==> src/rtl/riscv_pkg.sv <==
// Shared types and constants for the instruction-fetch stage.
package riscv_pkg;

  localparam int          XLEN      = 32;
  localparam logic [31:0] NOP_INSTR = 32'h0000_0013;  // addi x0,x0,0

  // Next-PC source selected by decode/execute.
  typedef enum logic [1:0] {
    PC_PLUS4  = 2'b00,
    PC_BRANCH = 2'b01,
    PC_JALR   = 2'b10,
    PC_HOLD   = 2'b11
  } pc_src_e;

  // Fetch control states.
  typedef enum logic [1:0] {
    BOOT = 2'b00,
    RUN  = 2'b01,
    HALT = 2'b10
  } fetch_state_e;

  // True for the sources that carry a control-flow target.
  function automatic logic is_redirect(input pc_src_e src);
    return (src == PC_BRANCH) || (src == PC_JALR);
  endfunction

endpackage

==> src/rtl/pc_fetch_if.sv <==
// Signal bundle between the fetch stage and its neighbours
// (decode, execute, hazard unit, instruction memory).
interface pc_fetch_if #(
  parameter int DATA_WIDTH = 32
);

  // There is no valid/ready pair on this bundle: all inputs are sampled on
  // every rising edge, stall is the only back-pressure, and valid_id
  // qualifies the IF/ID contents (0 means the latch holds a bubble).

  // Control and redirect inputs.
  logic [1:0]            pc_src;
  logic [DATA_WIDTH-1:0] imm_ext;
  logic [DATA_WIDTH-1:0] alu_result;
  logic [DATA_WIDTH-1:0] pc_ex;
  logic                  stall;
  logic                  flush;
  logic                  halt_req;
  logic                  resume;

  // Instruction memory: address out, combinational read data in.
  logic [DATA_WIDTH-1:0] instr_in;
  logic [DATA_WIDTH-1:0] A;

  // IF/ID latch and status.
  logic [DATA_WIDTH-1:0] instr_id;
  logic [DATA_WIDTH-1:0] pc_id;
  logic [DATA_WIDTH-1:0] pc_plus4_id;
  logic                  valid_id;
  logic                  halted;
  logic                  misalign;

  // Fetch stage side.
  modport master (
    input  pc_src, imm_ext, alu_result, pc_ex, stall, flush, halt_req, resume,
    input  instr_in,
    output A, instr_id, pc_id, pc_plus4_id, valid_id, halted, misalign
  );

  // Surrounding pipeline / memory side.
  modport slave (
    output pc_src, imm_ext, alu_result, pc_ex, stall, flush, halt_req, resume,
    output instr_in,
    input  A, instr_id, pc_id, pc_plus4_id, valid_id, halted, misalign
  );

endinterface

==> src/rtl/pc_fetch_pc_next_sel.sv <==
// Combinational next-PC mux: target arithmetic and redirect/stall/hold
// priority. Only meaningful while the fetch FSM is in RUN.
// Build option: PC_MISALIGN_TRAP_EN sends misaligned redirect targets to
// TRAP_VECTOR and raises trap_o; otherwise target bits [1:0] are cleared.
module pc_next_sel
  import riscv_pkg::*;
#(
  parameter int DATA_WIDTH = 32
`ifdef PC_MISALIGN_TRAP_EN
  , parameter logic [DATA_WIDTH-1:0] TRAP_VECTOR = 32'h0000_0004
`endif
) (
  input  logic [DATA_WIDTH-1:0] pc_i,
  input  pc_src_e               pc_src_i,
  input  logic [DATA_WIDTH-1:0] imm_ext_i,
  input  logic [DATA_WIDTH-1:0] alu_result_i,
  input  logic [DATA_WIDTH-1:0] pc_ex_i,
  input  logic                  stall_i,
  output logic [DATA_WIDTH-1:0] pc_next_o,
  output logic                  redirect_o,
  output logic                  trap_o
);

  logic [DATA_WIDTH-1:0] target_raw;

  // Raw redirect target; both forms wrap modulo 2^DATA_WIDTH.
  always_comb begin
    target_raw = pc_ex_i + imm_ext_i;
    if (pc_src_i == PC_JALR) begin
      target_raw = alu_result_i & ~DATA_WIDTH'(1);
    end
  end

  // Priority: redirect > stall > hold > PC+4.
  always_comb begin
    pc_next_o  = pc_i;
    redirect_o = is_redirect(pc_src_i);
    trap_o     = 1'b0;
    if (redirect_o) begin
`ifdef PC_MISALIGN_TRAP_EN
      if (target_raw[1:0] != 2'b00) begin
        trap_o    = 1'b1;
        pc_next_o = TRAP_VECTOR;
      end else begin
        pc_next_o = target_raw;
      end
`else
      pc_next_o = target_raw & ~DATA_WIDTH'(3);
`endif
    end else if (stall_i || (pc_src_i == PC_HOLD)) begin
      pc_next_o = pc_i;
    end else begin
      pc_next_o = pc_i + DATA_WIDTH'(4);
    end
  end

endmodule

==> src/rtl/pc_fetch.sv <==
// Instruction-fetch stage: PC register, BOOT/RUN/HALT control and the
// IF/ID latch. Next-PC selection lives in pc_next_sel.
// Build option: PC_MISALIGN_TRAP_EN enables the misaligned-target trap
// (TRAP_VECTOR redirect, one-cycle misalign pulse, bubble in IF/ID).
module pc_fetch
  import riscv_pkg::*;
#(
  parameter int                    DATA_WIDTH   = 32,
  parameter logic [DATA_WIDTH-1:0] RESET_VECTOR = 32'h0000_0000,
  parameter logic [DATA_WIDTH-1:0] NOP_INSTR    = riscv_pkg::NOP_INSTR
`ifdef PC_MISALIGN_TRAP_EN
  , parameter logic [DATA_WIDTH-1:0] TRAP_VECTOR = 32'h0000_0004
`endif
) (
  input  logic         clk,
  input  logic         rst,
  pc_fetch_if.master   bus,
  output fetch_state_e dbg_state_o
);

  fetch_state_e          state_q, state_d;
  logic [DATA_WIDTH-1:0] pc_q, pc_d;
  logic [DATA_WIDTH-1:0] instr_q, instr_d;
  logic [DATA_WIDTH-1:0] pc_id_q, pc_id_d;
  logic [DATA_WIDTH-1:0] pc4_q, pc4_d;
  logic                  valid_q, valid_d;
  logic                  halted_q, halted_d;
  logic                  misalign_q, misalign_d;

  logic [DATA_WIDTH-1:0] pc_sel;
  logic                  redirect;
  logic                  trap;
  logic                  bubble;
  logic                  load;

  pc_next_sel #(
    .DATA_WIDTH (DATA_WIDTH)
`ifdef PC_MISALIGN_TRAP_EN
    , .TRAP_VECTOR(TRAP_VECTOR)
`endif
  ) u_pc_next_sel (
    .pc_i         (pc_q),
    .pc_src_i     (pc_src_e'(bus.pc_src)),
    .imm_ext_i    (bus.imm_ext),
    .alu_result_i (bus.alu_result),
    .pc_ex_i      (bus.pc_ex),
    .stall_i      (bus.stall),
    .pc_next_o    (pc_sel),
    .redirect_o   (redirect),
    .trap_o       (trap)
  );

  // Next state for FSM, PC and IF/ID. A halt request freezes the PC for
  // that cycle, so a redirect arriving together with halt_req is dropped.
  always_comb begin
    state_d    = state_q;
    halted_d   = halted_q;
    misalign_d = 1'b0;
    pc_d       = pc_q;
    instr_d    = instr_q;
    pc_id_d    = pc_id_q;
    pc4_d      = pc4_q;
    valid_d    = valid_q;
    bubble     = 1'b0;
    load       = 1'b0;

    case (state_q)
      BOOT: begin
        state_d = RUN;
        bubble  = 1'b1;
      end
      RUN: begin
        if (bus.halt_req) begin
          state_d  = HALT;
          halted_d = 1'b1;
          bubble   = 1'b1;
        end else begin
          pc_d       = pc_sel;
          misalign_d = trap;
          if (bus.flush || trap) begin
            bubble = 1'b1;
          end else if (!bus.stall) begin
            load = 1'b1;
          end
        end
      end
      HALT: begin
        bubble = 1'b1;
        if (bus.resume && !bus.halt_req) begin
          state_d  = RUN;
          halted_d = 1'b0;
        end
      end
      default: begin
        state_d  = BOOT;
        halted_d = 1'b0;
        bubble   = 1'b1;
      end
    endcase

    if (bubble) begin
      instr_d = NOP_INSTR;
      pc_id_d = '0;
      pc4_d   = '0;
      valid_d = 1'b0;
    end else if (load) begin
      instr_d = bus.instr_in;
      pc_id_d = pc_q;
      pc4_d   = pc_q + DATA_WIDTH'(4);
      valid_d = 1'b1;
    end
  end

  // FSM, PC and IF/ID registers; reset discards IF/ID immediately.
  always_ff @(posedge clk or posedge rst) begin
    if (rst) begin
      state_q    <= BOOT;
      pc_q       <= RESET_VECTOR;
      instr_q    <= NOP_INSTR;
      pc_id_q    <= '0;
      pc4_q      <= '0;
      valid_q    <= 1'b0;
      halted_q   <= 1'b0;
      misalign_q <= 1'b0;
    end else begin
      state_q    <= state_d;
      pc_q       <= pc_d;
      instr_q    <= instr_d;
      pc_id_q    <= pc_id_d;
      pc4_q      <= pc4_d;
      valid_q    <= valid_d;
      halted_q   <= halted_d;
      misalign_q <= misalign_d;
    end
  end

  assign bus.A           = pc_q;
  assign bus.instr_id    = instr_q;
  assign bus.pc_id       = pc_id_q;
  assign bus.pc_plus4_id = pc4_q;
  assign bus.valid_id    = valid_q;
  assign bus.halted      = halted_q;
  assign bus.misalign    = misalign_q;
  assign dbg_state_o     = state_q;

endmodule

==> src/flat_wrapper.sv <==
// flat-port wrapper written by rule: the top's interface ports become plain ports
module pc_fetch_flat import riscv_pkg::*;
#(
  parameter int                    DATA_WIDTH   = 32,
  parameter logic [DATA_WIDTH-1:0] RESET_VECTOR = 32'h0000_0000,
  parameter logic [DATA_WIDTH-1:0] NOP_INSTR    = riscv_pkg::NOP_INSTR

)
  (clk, rst, dbg_state_o, bus_pc_src, bus_imm_ext, bus_alu_result, bus_pc_ex, bus_stall, bus_flush, bus_halt_req, bus_resume, bus_instr_in, bus_A, bus_instr_id, bus_pc_id, bus_pc_plus4_id, bus_valid_id, bus_halted, bus_misalign);
  pc_fetch_if #(.DATA_WIDTH(DATA_WIDTH)) bus_i ();
  input  logic clk;
  input  logic rst;
  output fetch_state_e dbg_state_o;
  input wire logic [$bits(bus_i.pc_src)-1:0] bus_pc_src;
  input wire logic [$bits(bus_i.imm_ext)-1:0] bus_imm_ext;
  input wire logic [$bits(bus_i.alu_result)-1:0] bus_alu_result;
  input wire logic [$bits(bus_i.pc_ex)-1:0] bus_pc_ex;
  input wire logic [$bits(bus_i.stall)-1:0] bus_stall;
  input wire logic [$bits(bus_i.flush)-1:0] bus_flush;
  input wire logic [$bits(bus_i.halt_req)-1:0] bus_halt_req;
  input wire logic [$bits(bus_i.resume)-1:0] bus_resume;
  input wire logic [$bits(bus_i.instr_in)-1:0] bus_instr_in;
  output wire logic [$bits(bus_i.A)-1:0] bus_A;
  output wire logic [$bits(bus_i.instr_id)-1:0] bus_instr_id;
  output wire logic [$bits(bus_i.pc_id)-1:0] bus_pc_id;
  output wire logic [$bits(bus_i.pc_plus4_id)-1:0] bus_pc_plus4_id;
  output wire logic [$bits(bus_i.valid_id)-1:0] bus_valid_id;
  output wire logic [$bits(bus_i.halted)-1:0] bus_halted;
  output wire logic [$bits(bus_i.misalign)-1:0] bus_misalign;
  assign bus_i.pc_src = bus_pc_src;
  assign bus_i.imm_ext = bus_imm_ext;
  assign bus_i.alu_result = bus_alu_result;
  assign bus_i.pc_ex = bus_pc_ex;
  assign bus_i.stall = bus_stall;
  assign bus_i.flush = bus_flush;
  assign bus_i.halt_req = bus_halt_req;
  assign bus_i.resume = bus_resume;
  assign bus_i.instr_in = bus_instr_in;
  assign bus_A = bus_i.A;
  assign bus_instr_id = bus_i.instr_id;
  assign bus_pc_id = bus_i.pc_id;
  assign bus_pc_plus4_id = bus_i.pc_plus4_id;
  assign bus_valid_id = bus_i.valid_id;
  assign bus_halted = bus_i.halted;
  assign bus_misalign = bus_i.misalign;
  pc_fetch #(.DATA_WIDTH(DATA_WIDTH), .RESET_VECTOR(RESET_VECTOR), .NOP_INSTR(NOP_INSTR)) u_core (.clk(clk), .rst(rst), .bus(bus_i), .dbg_state_o(dbg_state_o));
endmodule
==> config.mk <==
export PLATFORM = sky130hd
export DESIGN_NAME = pc_fetch_flat
export DESIGN_NICKNAME = d
export VERILOG_FILES = /design/src/rtl/riscv_pkg.sv /design/src/rtl/pc_fetch_if.sv /design/src/rtl/pc_fetch_pc_next_sel.sv /design/src/rtl/pc_fetch.sv /design/src/flat_wrapper.sv
export SDC_FILE = /design/constraint.sdc
export NUM_CORES = 1
export LEC_CHECK = 0
export CAP_MARGIN = 0
export CORE_MARGIN = 1.5
export CORE_UTILIZATION = 51
export CTS_CLUSTER_DIAMETER = 200
export DETAILED_ROUTE_END_ITERATION = 8
export PLACE_DENSITY = 0.93
export RECOVER_POWER = 25
export REMOVE_ABC_BUFFERS = 1
export SETUP_SLACK_MARGIN = 0.5
export SLEW_MARGIN = 20
export SYNTH_ARGS = -nofsm -noshare
export SYNTH_HDL_FRONTEND = slang
export SYNTH_HIERARCHICAL = 1
export SYNTH_SLANG_ARGS = --single-unit
==> constraint.sdc <==
create_clock -name clk -period 10.6 [get_ports clk]
set_clock_uncertainty 0.2 [all_clocks]
set_input_delay 2.12 -clock clk [delete_from_list [all_inputs] [get_ports clk]]
set_output_delay 2.12 -clock clk [all_outputs]
set_load 0.01 [all_outputs]
After elaboration in Yosys (flattened, before gate mapping) --
Cells that the tools add are included.
Word-level totals: flip-flop bits (word level) 132, input bits 136, output and inout port bits 133, logic and storage cells 52
Operators by class: add/sub/neg operators 2, equality and inequality tests 8, muxes and demuxes 24, bitwise operators 2, reductions and logical operators 9
Operator list (number):
- $mux 32 | 9
- $add 32x3->32 const B | 1
- $add 32x32->32 | 1
- $mux 1 | 11
- $eq 2x2->1 const B | 3
- $pmux 2 s3 | 1
- $reduce_and 3->1 | 2
- $eq 2x1->1 const B | 2
- $mux 2 | 2
- $ne 2x1->1 const B | 2
- $pmux 1 s3 | 1
- $logic_not 2->1 | 1
- $logic_or 1x1->1 | 2
- $ne 2x2->1 const B | 1
- $not 1->1 | 2
- $reduce_and 2->1 | 1
- $reduce_bool 2->1 | 1
- $logic_and 1x1->1 | 1
- $logic_not 1->1 | 1

Depth between registers and ports, before layout --
Gate-level depths: netlist of run 1.
word-level depth 6, gate-level depth with buffers 10, gate-level depth less buffers 10

Cells and area by module --
Netlist of run 1, hierarchy kept.
Modules (own cells, without submodules):
- pc_fetch | times used 1, cells an instance 481, area an instance 5645.4 um2, seq. area each 3281.9 um2
- pc_next_sel | times used 1, cells an instance 363, area an instance 2497.4 um2, seq. area each 0.0 um2

Worst setup path before layout of run 1 --
No wires, ideal clock.
path kind input to register, start input bus_imm_ext[15], end register u_core.pc_q[27], in the netlist u_core/bus.A[27], setup time 0.125 ns, data arrival time 4.367 ns, data required time 10.275 ns, path slack 5.908 ns, stages on the path 9, path buffers 0, path through ha_1 > a21o_1 > a221o_1 > a311oi_2 > a41oi_2 > a2111o_1 > nand3b_1 > a22oi_1 > mux2_2
Between the ends: word-level cells in the longest chain between the ends 3
Ends and longest elaborated chain:
- start: declaration | line flat_wrapper.sv:15 | input wire logic [$bits(bus_i.imm_ext)-1:0] bus_imm_ext;
- $add 32x32->32 | line pc_fetch_pc_next_sel.sv:28 | target_raw = pc_ex_i + imm_ext_i;
- $mux 32 | line pc_fetch_pc_next_sel.sv:29 | if (pc_src_i == PC_JALR) begin
- $mux 32 | line pc_fetch_pc_next_sel.sv:39 | if (redirect_o) begin
- net u_core.pc_sel[27] | line pc_fetch.sv:30 | logic [DATA_WIDTH-1:0] pc_sel;
- end signal: assignment | line pc_fetch.sv:127 | pc_q <= pc_d;
- end: declaration | line pc_fetch.sv:22 | logic [DATA_WIDTH-1:0] pc_q, pc_d;
The timed path passes the listed nets, and every way through them passes these cells. A chain may end at the register's enable or synchronous reset.

Final worst setup path of run 1 --
start input bus_halt_req, end register u_core.instr_q[26], in the netlist u_core/bus.instr_id[26]
Between the ends: word-level cells in the longest chain between the ends 3, elaborated cells on any way between the ends 6, those cells by class mux (5); reduce/logical (1)
Ends and longest elaborated chain:
- start: declaration | line flat_wrapper.sv:20 | input wire logic [$bits(bus_i.halt_req)-1:0] bus_halt_req;
- $mux 1 | line pc_fetch.sv:73 | if (bus.halt_req) begin
- $mux 1 | line pc_fetch.sv:67 | case (state_q)
- $mux 32 / $reduce_bool 2->1 (equally long branches)
- end signal: assignment | line pc_fetch.sv:128 | instr_q <= instr_d;
- end: declaration | line pc_fetch.sv:23 | logic [DATA_WIDTH-1:0] instr_q, instr_d;
Parallel ways exist; a longest one is shown, timed or not.

==> results by group, run 1 <==
Run status
  • Status: finished with violations
  • Failing checks: max-capacitance violations, max-slew violations

GRT
  • Largest net degree at the start of global routing: 76
  • GRT overflow: 0
  • Initial antenna violation count: 0
  • First-pass GRT wire length: 37600 µm
  • Number of global-route vias before repair: 7364
  • GR Util All Layers: 28.9%

Timing
  • Tmin final: 5.95 ns
  • Max-slew violation count: 94
  • RSZ-0062 raised after global routing: no
  • Final hold vios: 0
  • Setup Viol. Count Final: 0
  • TNS Setup: 0 ns
  • Final WS setup: 4.65 ns
  • Slew headroom: -67.8%
  • Hold_ws: 0.288 ns
  • Period utilisation layout: 56.2%
  • Worst-Margin Slew: 2.50 ns
  • Max Freq: 168 MHz

Drt
  • Post-DRT Antenna Nets: 0
  • Vias: 7565
  • Initial DRC count: 638
  • Drt first pass iters: 5
  • Post-route DRC: 0
  • Routed len/inst: 18.3 µm
  • Post-Route WL: 24300 µm
  • Vias per cell: 5.71

Power
  • VDD IR-drop max: 0.000111 V
  • Pwr per Cell Area: 186 nW/µm²
  • Leakage: 4.99 nW

Logic synthesis
  • Async SR Flop Fraction: 100%
  • Yosys top cell by area: dfrtp_1
  • Top cells by count, synth: dfrtp_1 (128), nor2_1 (104), mux2i_1 (69), a21oi_1 (61), nand2_1 (49)
  • Avg Cell Area, Syn: 9.65 µm²
  • Synth warnings: 6
  • Mapped Cells: 844
  • Count leader, synth: dfrtp_1
  • Seq/Total Area, Yosys: 40.3%
  • Most used DFF post-synth: dfrtp_1
  • Synth area leaders: dfrtp_1 (39%), mux2i_1 (8.5%), ha_1 (5.2%)
  • Synth Register Bits: 131
  • Top cell type's share of synthesized area: 39.3%
  • Post-synth EDFFs: 0
  • Mapped Area: 8140 µm²
  • Yosys cell types: 66

Placement
  • Final HPWL from detailed placement: 17300 µm
  • Placed insts: 1292
  • Final Wtd Congestion: 0.908
  • Post-Place Worst Slack: 5.20 ns
  • PortBufs: 266

Finish
  • Nets@finish: 1265
  • Post-route insts no fill: 1324
  • # fillers: 1108
  • Fraction of layout cells with a size suffix above 1: 8.75%
  • Area Overhead vs Synth: 41.9%
  • N_diodes: 0

Floorplan
  • Die H: 129 µm
  • Die width: 129 µm
  • Core Box Area: 15700 µm²
  • FP Rows: 46
  • I/O pins: 269
  • Initial Utilization: 51.8%
  • Die area: 16700 µm²

Setup path
  • Worst Path Arrival: 6.08 ns
  • Flop2flop setup slack: 6.50 ns
  • Startpoint Class: input pin
  • WS Path Type: in -> reg
  • Crit end category: flop
  • CP max stage delay: 1.51 ns
  • CP cell instances: dlygate4sd3_1 -> nor3b_4 -> clkbuf_1 -> nand2_2 -> buf_4 -> nor2_1
  • Required @ worst endpoint: 10.73 ns
  • Crit path max fanout: 48
  • CP max-delay cell: clkbuf_1

CTS
  • Worst-Skew Late Latency: 0.42 ns
  • Max H-tree Level: 4
  • Maximum clock path buffer count: 2
  • Hold_buf cts: 0
  • Clock slew at reported path FFs: 0.05 ns
  • CTS resizes: 0
  • CTS Root Cell: clkbuf_16
  • CTS Sinks: 131
  • Post-CTS Setup Bufs: 0
  • TritonCTS clock tree: yes
  • CTS Buf Count: 17

Run
  • Max cap viols: 2

Worst hold path
  • Hold Crit Class: reg -> reg
power breakdown:
group | switching (mW) | internal [mW]
Combinational | 0.349 | 0.423
Clock | 0.221 | 0.365
Sequential | 0.215 | 0.576
Total | 0.786 | 1.36
cell families after synthesis:
| kind of cell | Yosys count | synth area share [%] |
|---|---|---|
| AO/OA/AOI/OAI | 183 | 14.4 |
| XOR/XNOR | 78 | 8.39 |
| adder cells (fa/ha/maj) | 34 | 5.22 |
| buffers and inverters | 51 | 2.64 |
| flip-flops | 131 | 40.3 |
| multiplexers | 101 | 12.9 |
| other | 1 | 0.0461 |
| AND/OR/NAND/NOR | 265 | 16.1 |
metal layers:
metal  GRT usage [%]  share of wire [%]  vias to the layer above
met3            5.57                6.6                       70
met4            12.8                3.5                        0
met1            35.7                 40                     3603
li1                -                  -                     3545
met5               0                  0                        -
met2            49.1                 49                      347
cells in the final DEF (no fill, tap or decap), types with 4 or more instances in the layout:
cell type | netlist | routed
mux2i_1 | 69 | 69
and4_1 | 5 | 5
o21a_1 | 6 | 6
nor2_1 | 104 | 104
nand2_1 | 49 | 48
a21o_1 | 8 | 8
xnor2_1 | 34 | 34
mux2_2 | 32 | 32
dfrtp_1 | 128 | 128
and3_1 | 17 | 17
ha_1 | 34 | 34
a211oi_1 | 14 | 14
a221oi_1 | 5 | 5
o21ai_0 | 37 | 37
clkinv_2 | 0 | 4
clkbuf_16 | 0 | 17
inv_1 | 9 | 8
and2_1 | 6 | 7
buf_4 | 3 | 8
a21boi_0 | 4 | 4
nor2b_1 | 7 | 7
nand2b_1 | 5 | 5
o21ai_1 | 6 | 6
clkdlybuf4s50_1 | 0 | 226
nand3_1 | 25 | 25
a22oi_1 | 6 | 6
dlygate4sd3_1 | 0 | 39
nor3_1 | 7 | 7
a31oi_1 | 8 | 8
xor2_1 | 44 | 44
nand4_1 | 16 | 16
a21oi_1 | 61 | 61
registers in the layout, indices dropped and copies added (netlist names):
signal,flops
u_core/bus.A,32
u_core/bus.instr_id,32
u_core/bus.pc_id,32
u_core/bus.pc_plus4_id,30
u_core/dbg_state_o,2
u_core/bus.halted,1
u_core/bus.misalign,1
u_core/bus.valid_id,1
final timing paths:
| check | startpoint | end | cells past startpoint |
|---|---|---|---|
| max in group asynchronous | rst | u_core/bus.instr_id[5] | 3 |
| min reg2reg | u_core/bus.valid_id | u_core/bus.valid_id | 1 |
| min in group asynchronous | rst | u_core/bus.pc_id[10] | 2 |
| max reg2reg | u_core/dbg_state_o[1] | u_core/bus.instr_id[26] | 5 |
| min | u_core/bus.valid_id | u_core/bus.valid_id | 1 |
| max | bus_halt_req | u_core/bus.instr_id[26] | 6 |
worst max-delay path: cells and delay by family:
family	cells	cell delay (ns)
buffers and inverters	3	2.69
AND/OR/NAND/NOR	3	1.22
area by class of cell:
class / instances / area (µm²) / area share, %
sequential: 131 / 3280 / 28.4
clock buffer: 20 / 467 / 4.04
clock inverter: 12 / 129 / 1.12
timing repair buffer: 274 / 2720 / 23.5
multi-input combinational: 662 / 4650 / 40.3
tap: 216 / 270 / 2.34
inverter: 9 / 35.0 / 0.303
stage by stage:
stage / power [mW] / util (%) / instance area [µm²]
final: 2.15 / 73.5 / 11600
after global routing: 2.26 / 73.5 / 11600
after CTS: 2.15 / 73.6 / 11600
after detailed placement: 1.55 / 69.8 / 11000
after global placement: 1.53 / 69.8 / 11000
after floorplan: 1.17 / - / 7960
(Power assumes the default switching activity.)
==> run 2: changes to the inputs <==
--- a/config.mk
+++ b/config.mk
@@ -7,10 +7,10 @@
 export LEC_CHECK = 0
 export CAP_MARGIN = 0
 export CORE_MARGIN = 1.5
-export CORE_UTILIZATION = 51
+export CORE_UTILIZATION = 42
 export CTS_CLUSTER_DIAMETER = 200
 export DETAILED_ROUTE_END_ITERATION = 8
-export PLACE_DENSITY = 0.93
+export PLACE_DENSITY = 0.82
 export RECOVER_POWER = 25
 export REMOVE_ABC_BUFFERS = 1
 export SETUP_SLACK_MARGIN = 0.5
==> constraint.sdc (replaced) <==
create_clock -name clk -period 5 [get_ports clk]
set_clock_uncertainty 0.2 [all_clocks]
set_input_delay 1 -clock clk [delete_from_list [all_inputs] [get_ports clk]]
set_output_delay 1 -clock clk [all_outputs]
set_load 0.01 [all_outputs]
==> results by group, run 2 (synthesis gave the netlist of run 1 again) <==
Timing
  • TNS Setup: 0 ns (unchanged)
  • Tmin final: 3.82 ns
  • Hold_ws: 0.272 ns (was 0.288 ns)
  • Final WS setup: 1.18 ns (was 4.65 ns)
  • Slew headroom: -55.2% (was -67.8%)
  • Max Freq: 261 MHz
  • Worst-Margin Slew: 2.33 ns (was 2.50 ns)
  • Max-slew violation count: 106 (was 94)
  • Setup Viol. Count Final: 0 (unchanged)
  • RSZ-0062 raised after global routing: no (unchanged)
  • Final hold vios: 0 (unchanged)
  • Period utilisation layout: 76.5%

Power
  • Sequential share of power: 37.7% (was 36.8%)
  • VDD IR-drop max: 0.000195 V (was 0.000111 V)
  • Pwr Total: 4.45 mW (was 2.15 mW)
  • Int Pwr: 2.80 mW (was 1.36 mW)
  • Pwr per Cell Area: 384 nW/µm² (was 186 nW/µm²)
  • Gate power share: 35.9% (about the same)
  • Net switching power: 1.65 mW (was 0.786 mW)
  • Clk pwr share: 26.4% (was 27.3%)
  • Sw frac: 37.0% (was 36.6%)
  • Leakage: 4.85 nW (was 4.99 nW)

Setup path
  • Flop2flop setup slack: 2.10 ns (was 6.50 ns)
  • R2R Path Start: u_core/bus.A[18] (was u_core/dbg_state_o[1])
  • Worst Path Arrival: 3.92 ns (was 6.08 ns)
  • Crit end category: flop (unchanged)
  • Worst setup path start: bus_imm_ext[15] (was bus_halt_req)
  • Required @ worst endpoint: 5.10 ns (was 10.73 ns)
  • WS Path Type: in -> reg (unchanged)
  • Startpoint Class: input pin (unchanged)
  • CP max-delay cell: a2111o_1 (was clkbuf_1)
  • CP cell instances: clkdlybuf4s50_1 -> ha_1 -> a21o_1 -> a221o_1 -> a311oi_2 -> a41oi_2 -> a2111o_1 -> nand3b_1 -> a22oi_1 -> mux2_2 (was dlygate4sd3_1 -> nor3b_4 -> clkbuf_1 -> nand2_2 -> buf_4 -> nor2_1)
  • Worst r2r dst: u_core/bus.A[28] (was u_core/bus.instr_id[26])
  • Crit path max fanout: 5 (was 48)
  • Worst r2r path cells: 9 (was 5)
  • CP max stage delay: 0.46 ns (was 1.51 ns)

CTS
  • Clock slew at reported path FFs: 0.06 ns (was 0.05 ns)
  • Post-CTS Setup Bufs: 0 (unchanged)
  • Max H-tree Level: 4 (unchanged)
  • CTS Buf Count: 17 (unchanged)
  • CTS Root Cell: clkbuf_16 (unchanged)
  • Hold_buf cts: 0 (unchanged)
  • CTS Sinks: 131 (unchanged)
  • TritonCTS clock tree: yes (unchanged)
  • CTS resizes: 0 (unchanged)
  • Worst-Skew Late Latency: 0.42 ns (about the same)
  • Maximum clock path buffer count: 2 (unchanged)

Run status
  • Failing checks: max-capacitance violations, max-slew violations (unchanged)
  • Status: finished with violations (unchanged)

Finish
  • Nets@finish: 1266 (was 1265)
  • N_diodes: 0 (unchanged)
  • Fraction of layout cells with a size suffix above 1: 8.94% (was 8.75%)
  • Commonest non-fill, non-tap cells in the layout: clkdlybuf4s50_1 (263), dfrtp_1 (128), nor2_1 (104) (was clkdlybuf4s50_1 (226), dfrtp_1 (128), nor2_1 (104))
  • # fillers: 1568 (was 1108)
  • Most common cell after layout, fill and taps aside: clkdlybuf4s50_1 (unchanged)
  • Final core occ: 61.5% (was 73.5%)
  • Area Overhead vs Synth: 42.3% (was 41.9%)

Floorplan
  • Die width: 142 µm (was 129 µm)
  • Initial Utilization: 43.2% (was 51.8%)
  • Die H: 142 µm (was 129 µm)
  • Core Box Area: 18800 µm² (was 15700 µm²)
  • I/O pins: 269 (unchanged)
  • FP Rows: 50 (was 46)
  • Die area: 20200 µm² (was 16700 µm²)

Worst hold path
  • Hold Crit Class: reg -> reg (unchanged)
  • Worst Min Path Start: u_core/bus.valid_id (unchanged)
  • WHS Path Cells: 1 (unchanged)
  • Hold Path Sink: u_core/bus.valid_id (unchanged)

Placement
  • PortBufs: 266 (unchanged)
  • Post-Place Worst Slack: 0.749 ns (was 5.20 ns)
  • Final Wtd Congestion: 0.847 (was 0.908)
  • Final HPWL from detailed placement: 17200 µm (was 17300 µm)

Drt
  • Drt first pass iters: 5 (unchanged)
  • Post-route DRC: 0 (unchanged)
  • Post-Route WL: 23500 µm (was 24300 µm)
  • Vias per cell: 5.33 (was 5.71)
  • Initial DRC count: 435 (was 638)
  • Post-DRT Antenna Nets: 0 (unchanged)
  • Vias: 7298 (was 7565)
  • Routed len/inst: 17.2 µm (was 18.3 µm)

GRT
  • Initial antenna violation count: 1 (was 0)
  • Largest net degree at the start of global routing: 106 (was 76)
  • GRT overflow: 0 (unchanged)
  • GR Util All Layers: 22.8% (was 28.9%)
  • Number of global-route vias before repair: 7030 (was 7364)
  • First-pass GRT wire length: 36400 µm (was 37600 µm)

Run
  • Max cap viols: 1 (was 2)
-- run 2: cell count changes in the layout (fill, tap and decap cells not counted), moves of 2 or more --
cell             delta
inv_6               +3
buf_4               +2
clkdlybuf4s50_1    +37
dlygate4sd3_1      -37
clkbuf_8            -3
-- run 2: final cells by class --
type | instances | area, µm² | share of cell area (%)
clock inverter | 14 | 129 | 1.11
clock buffer | 17 | 425 | 3.67
multi-input combinational | 662 | 4660 | 40.2
sequential | 131 | 3280 | 28.3
timing repair buffer | 275 | 2730 | 23.5
tap | 260 | 325 | 2.81
inverter | 9 | 37.5 | 0.324
-- run 2: worst max-delay path: cells and delay by family --
family,cells,cell delay (ns)
muxes,1,0.27
AOI/OAI and AO/OA,6,1.76
buffers and inverters,1,0.40
adders and majority gates,1,0.36
and+or+nand+nor,1,0.13
-- run 2: per-stage QoR --
stage	cells	area (µm²)
2_1_floorplan	802	7960
5_1_grt	1368	11600
6_report	1368	11600
3_3_place_gp	1337	11000
3_5_place_dp	1337	11000
4_1_cts	1368	11600
-- run 2: how the worst max path moves through the flow --
| stage | end | slack (ns) | depth (start not counted) |
|---|---|---|---|
| after floorplan | u_core/bus.A[0] | 0.31 | 1 |
| after global placement | u_core/bus.A[27] | 0.76 | 10 |
| after detailed placement | u_core/bus.A[27] | 0.75 | 10 |
| after CTS | u_core/bus.A[27] | 1.18 | 10 |
| after global routing | u_core/bus.A[27] | 1.05 | 10 |
| final | u_core/bus.A[27] | 1.18 | 10 |
-- run 2: layer usage --
layer	GRT usage [%]	vias up	wire length, µm	part of all wire (%)
met5	0	-	0	0
met4	8.14	0	571	2.4
met3	4.37	31	1320	5.6
li1	-	3553	-	-
met2	38.8	242	11500	49
met1	28.9	3472	10100	43
-- run 2: power groups by stage --
stage	clock, mW	sequential (mW)	combinational (mW)
floorplan	0	1.61	0.866
global placement	0	1.68	1.55
detailed placement	0	1.69	1.58
finish	1.18	1.68	1.59
CTS	1.19	1.67	1.60
global route	1.25	1.71	1.73
